### src/rtl/instr_fetch_unit.sv
// Instruction fetch unit: PC, imem request/ready handshake, instruction register, next-PC select.
// Optional register-indirect jump (jr/jr_target) enabled by defining IFU_JR_EN.
module instr_fetch_unit #(
    parameter logic [31:0] RESET_PC = 32'h0000_0000
) (
    input  logic        clk,
    input  logic        rst_n,
    output logic        imem_req,
    output logic [31:0] imem_addr,
    input  logic        imem_ready,
    input  logic [31:0] imem_rdata,
    input  logic        stall,
    input  logic        jump,
    input  logic        branch,
    input  logic        branch_cond,
`ifdef IFU_JR_EN
    input  logic        jr,
    input  logic [31:0] jr_target,
`endif
    output logic [31:0] instr,
    output logic [5:0]  inst,
    output logic [5:0]  func,
    output logic [31:0] pc_plus4,
    output logic        instr_valid
);

    // state | meaning
    // BOOT  | reset just released, no request yet
    // FETCH | imem_req high, waiting for imem_ready
    // EXEC  | instr valid, waiting for stall low to retire
    typedef enum logic [1:0] {
        BOOT  = 2'd0,
        FETCH = 2'd1,
        EXEC  = 2'd2
    } state_t;

    state_t      state, state_next;
    logic [31:0] pc, pc_next;
    logic [31:0] instr_next;
    logic [31:0] branch_offset;
    logic [31:0] next_pc;

    always_ff @(posedge clk or negedge rst_n) begin
        if (!rst_n) begin
            state <= BOOT;
            pc    <= {RESET_PC[31:2], 2'b00};
            instr <= '0;
        end else begin
            state <= state_next;
            pc    <= pc_next;
            instr <= instr_next;
        end
    end

    assign pc_plus4      = pc + 32'd4;
    assign branch_offset = {{14{instr[15]}}, instr[15:0], 2'b00};

    always_comb begin
        next_pc = pc_plus4;
`ifdef IFU_JR_EN
        if (jr)
            next_pc = {jr_target[31:2], 2'b00};
        else if (jump)
`else
        if (jump)
`endif
            next_pc = {pc_plus4[31:28], instr[25:0], 2'b00};
        else if (branch && branch_cond)
            next_pc = pc_plus4 + branch_offset;
    end

    always_comb begin
        state_next = state;
        pc_next    = pc;
        instr_next = instr;
        case (state)
            BOOT: state_next = FETCH;
            FETCH: begin
                if (imem_ready) begin
                    instr_next = imem_rdata;
                    state_next = EXEC;
                end
            end
            EXEC: begin
                if (!stall) begin
                    pc_next    = {next_pc[31:2], 2'b00};
                    state_next = FETCH;
                end
            end
            default: state_next = BOOT;
        endcase
    end

    assign imem_req    = (state == FETCH);
    assign instr_valid = (state == EXEC);
    assign imem_addr   = pc;
    assign inst        = instr[31:26];
    assign func        = instr[5:0];

endmodule

### config.mk
export PLATFORM = sky130hd
export DESIGN_NAME = instr_fetch_unit
export DESIGN_NICKNAME = d
export VERILOG_FILES = /design/src/rtl/instr_fetch_unit.sv
export SDC_FILE = /design/constraint.sdc
export NUM_CORES = 1
export LEC_CHECK = 0
export ABC_CLOCK_PERIOD_IN_PS = 3400
export CAP_MARGIN = 10
export CORE_ASPECT_RATIO = 0.8
export CORE_MARGIN = 2
export CORE_UTILIZATION = 44
export DETAILED_ROUTE_END_ITERATION = 7
export PLACE_DENSITY = 0.78
export SLEW_MARGIN = 20
export SYNTH_ARGS = -nofsm -noshare
export SYNTH_HDL_FRONTEND = slang
export SYNTH_SLANG_ARGS = --single-unit
### constraint.sdc
create_clock -name clk -period 3.4 [get_ports clk]
set_input_delay 0.68 -clock clk [delete_from_list [all_inputs] [get_ports clk]]
set_output_delay 0.68 -clock clk [all_outputs]
set_load 0.005 [all_outputs]
---- Yosys cells after proc, flatten, opt, wreduce, memory -nomap -nowiden ----
Index checks and enable logic that the tools add are counted.
storage, ports and cells
  register bits after elaboration ......... 64
  bits of input ports ..................... 39
  logic and storage cells ................. 20
cells by class
  add/subtract/negate cells ............... 2
  equal/unequal tests ..................... 4
  muxes and demuxes ....................... 5
  bitwise logic cells ..................... 1
  reduce and logical (&&, ||, !) cells .... 5
operators with widths
  operator               number
  $mux 32                2
  $add 32x3->32 const B  1
  $add 32x32->32         1
  $pmux 2 s3             1
  $reduce_and 2->1       3
  $mux 2                 2
  $eq 2x1->1 const B     1
  $eq 2x2->1 const B     1
  $logic_not 2->1        1
  $ne 2x1->1 const B     1
  $ne 2x2->1 const B     1
  $logic_and 1x1->1      1
  $not 1->1              1

---- Longest topological paths before layout ----
  word-level depth ........................ 4
  gate-level depth with buffers ........... 17
  depth with buffers taken out ............ 16

---- Worst setup path after synthesis ----
No wires, ideal clock.
  path type ............................... register to register
  start point ............................. register pc[2], in the netlist imem_addr[2]
  end point ............................... register pc[31], in the netlist imem_addr[31]
  library setup time ...................... 0.092 ns
  arrival time ............................ 3.464 ns
  required time ........................... 3.308 ns
  slack ................................... -0.156 ns
  stages on the path, launching flop included .. 18
  path buffers ............................ 1
  path through ............................ dfrtp_1 ha_1 nand2_1 or3_1 nor3_2 nand2_1 xnor2_1 ha_1 clkbuf_1 nand2_1 o21ai_0 nor2b_1 and2_1 a211oi_2 nor3_2 xnor2_1 and3_1 o31ai_2
between the ends
  word-level cells in the longest chain between the ends .. 4
ends and longest elaborated chain
  element                   line  RTL
  start: declaration        38    logic [31:0] pc, pc_next;
  start signal: assignment  46    pc <= {RESET_PC[31:2], 2'b00};
  start signal: assignment  50    pc <= pc_next;
  $add 32x3->32             55    assign pc_plus4 = pc + 32'd4;
  net pc_plus4[24]          23    output logic [31:0] pc_plus4,
  $add 32x32->32            69    next_pc = pc_plus4 + branch_offset;
  $mux 32                   68    else if (branch && branch_cond)
  $mux 32                   65    if (jump)
The timed path passes the listed nets, and every way through them passes these cells.
A chain may end at the register's enable or synchronous reset.

---- Final worst setup path ----
  start point ............................. register pc[13], in the netlist imem_addr[13]
  end point ............................... register pc[27], in the netlist imem_addr[27]
between the ends
  word-level cells in the longest chain between the ends .. 4
ends and longest elaborated chain
  element          line
  $add 32x3->32 *  55
  $add 32x32->32   69
  $mux 32 *        68
  $mux 32 *        65
Mark *: on every way between the ends. The rest lies on a longest branch, timed or not.

==> results.cfg <==
[run_status]
outcome = finished clean

[yosys]
synth.avg_cell_area_um2 = 8.69
ys_top_cells_by_count = 71 x nand2_1, 64 x dfrtp_1, 44 x a21oi_1
synth-seq-cells = 64
syn_inst = 600
ys.flop_type = dfrtp_1
async_reset_ff_frac = 1.00
ys_seq_area_frac = 0.307
synth_top_area_frac = 0.307
yosys.area.top_type = dfrtp_1
netlist_top_cells_area = dfrtp_1 31%, ha_1 8.6%, mux2_2 7.1%
synth.most_common_cell = nand2_1
synth_area_um2 = 5220
synth_edf_count = 0
yosys_warnings = 0
yosysUniqueCellTypes = 60

[clocking]
worstSkewPairLatency_ps = 340
clock_sinks = 64
cts_buffer_depth = 2
clockRootBuffer = clkbuf_16
cts_hold_buffers = 0
cts_made_buffers = 9
clkTransAtPathRegs_ps = 60
tritoncts = yes
htreeDepth = 3

[pwr]
max-vdd-ir-drop_uv = 662
p_per_area_nw_per_um2 = 1230
p_total_w = 0.0103
p_leak_nw = 3.79

[die]
core-area_um2 = 11500
chipHeight_um = 101
die_x_um = 126
placementRows = 35
dieArea_um2 = 12700
io_pins = 149
initial_core_util = 0.453

[route]
antenna_left = 0
wl_per_cell_um = 19.5
drtPass1Iterations = 5
viasPerCell = 5.78
first_iter_violations = 550
drc = 0
vias = 5747
totalWireLength_mm = 19.4

[timing]
max_slew_margin = 0.387
setup_viol = 0
min_period_ps = 3380
worst_clock_skew_ps = 8.45
finalHoldViolations = 0
slew_viol_final = 0
fmax_mhz = 296
tightest_slew_ps = 917
timing.hold.ws_ps = 332
period_share = 0.994
rsz0062_at_grt = yes

[setup_path]
worstPathRequired_ps = 3620
end_kind = register
start_kind = register
reg2regPathDepth = 16
critical_path.max_fanout = 3
critPathArrivalTime_ps = 3600
criticalPathCategory = reg2reg

[layout]
postLayoutCoreUtil = 0.727
fin_area_um2 = 8380
antenna_cells = 0
multi_input_area_um2 = 3800
nNetsFinal = 918
nFillCells = 863
drive_gt1_frac = 0.302
syn_to_final_growth_pct = 60.7
regArea_um2 = 1600

[place]
place_area_um2 = 7470
routabilityCongestion = 1.01
portBuffers = 144
dp_hpwl_mm = 14.2

[min_path]
min-delay-path-class = in2async

[grt]
grt_pass1_wl_mm = 29.1
grt_usage = 0.287
grt_pass1_vias = 5531
grt_max_degree = 40
antenna_found_initial = 0
grt-ovfl-total = 0

[run]
cap_violations = 0
-- final cells by class --
cell class	count	area share
multi-input cells	487	0.454
repair buffers	271	0.290
flip-flops and latches	64	0.191
clock buffers	9	0.0269
well taps	148	0.0221
clock inverters	7	0.0121
inverters	9	0.00403
-- logic make-up after synthesis --
| logic type | after synthesis | share of synthesized area |
|---|---|---|
| xor gates and xnor gates | 50 | 0.0840 |
| AOI/OAI and AO/OA | 164 | 0.208 |
| adders and majority gates | 37 | 0.0902 |
| and+or+nand+nor | 195 | 0.181 |
| buffers and inverters | 52 | 0.0489 |
| other | 1 | 0.000719 |
| DFF | 64 | 0.307 |
| muxes | 37 | 0.0799 |
-- metrics by stage --
stage,TNS [ps],cells,worst slack [ps]
4_1_cts,-1.98,981,-1.98
6_report,0,995,21.7
5_1_grt,-1120,995,-175
3_3_place_gp,0,959,21.5
3_5_place_dp,-312,959,-76.7
2_1_floorplan,0,603,6.39
-- worst paths after layout --
kind | start | end | slack, ps
min in group clk | instr[29] | instr[29] | 540
setup / recovery | imem_addr[13] | imem_addr[27] | 20
setup reg to reg | imem_addr[13] | imem_addr[27] | 20
max in group asynchronous | rst_n | imem_addr[27] | 2600
hold / removal | rst_n | instr[5] | 330
hold reg to reg | instr[29] | instr[29] | 540
-- flip-flops by register name (all words and copies together) (netlist names) --
register,flops
state,2
imem_addr,30
instr,32
-- critical path, cell delays in order, from the launching register on --
cell and delay (ps):
dfrtp_1 360, and4_1 210, nand4_1 200, nor2_1 160, and2_1 230, nand3_1 150
xnor2_2 270, ha_1 320, a21oi_2 170, o21ai_2 90, nor2b_2 130, and2_1 170
a21oi_1 80, a21oi_1 150, xor2_1 170, a21oi_1 90, a221o_1 320
-- cell usage in the layout (no fill, tap or decap), types with 5 or more instances in the layout --
master / netlist / layout
nor2b_1: 6 / 5
a21oi_1: 44 / 35
ha_1: 36 / 31
a31oi_1: 9 / 7
buf_4: 16 / 122
a21o_1: 24 / 24
inv_1: 9 / 9
a21oi_2: 3 / 10
a211oi_1: 9 / 6
clkbuf_16: 0 / 9
xnor2_1: 30 / 14
o21ai_0: 29 / 24
nand3_1: 26 / 23
dfrtp_1: 64 / 64
nand4_1: 7 / 7
mux2_2: 33 / 33
and2_1: 8 / 7
and3_1: 11 / 9
or3_1: 6 / 5
xnor2_2: 0 / 16
xor2_1: 20 / 16
o21ai_1: 9 / 11
nand2_1: 71 / 67
o211ai_1: 7 / 7
clkdlybuf4s50_1: 0 / 140
nor2_1: 39 / 36
nor3_1: 7 / 5
-- what timing repair did --
| item | CTS | global route |
|---|---|---|
| resized for setup | 19 | 62 |
| endpoints found under the hold margin | 0 | 0 |
| endpoints found under the setup margin | 12 | 17 |
| gates cloned | 0 | 0 |
| buffers inserted | 6 | 14 |
| pin swaps | 8 | 38 |
-- report_power, final --
group	switching [W]	total (W)	internal (W)	leakage, nW
clock network	0.000402	0.00105	0.000650	0.153
logic	0.00363	0.00765	0.00403	2.87
registers	0.000477	0.00161	0.00113	0.768
-- metal layers --
| metal | global-route usage | part of all wire |
|---|---|---|
| met1 | 0.401 | 0.44 |
| met2 | 0.471 | 0.46 |
| met3 | 0.0586 | 0.086 |
| met4 | 0.0513 | 0.014 |
| met5 | 0 | 0 |
Note: power is estimated with default switching activity, not from simulation.
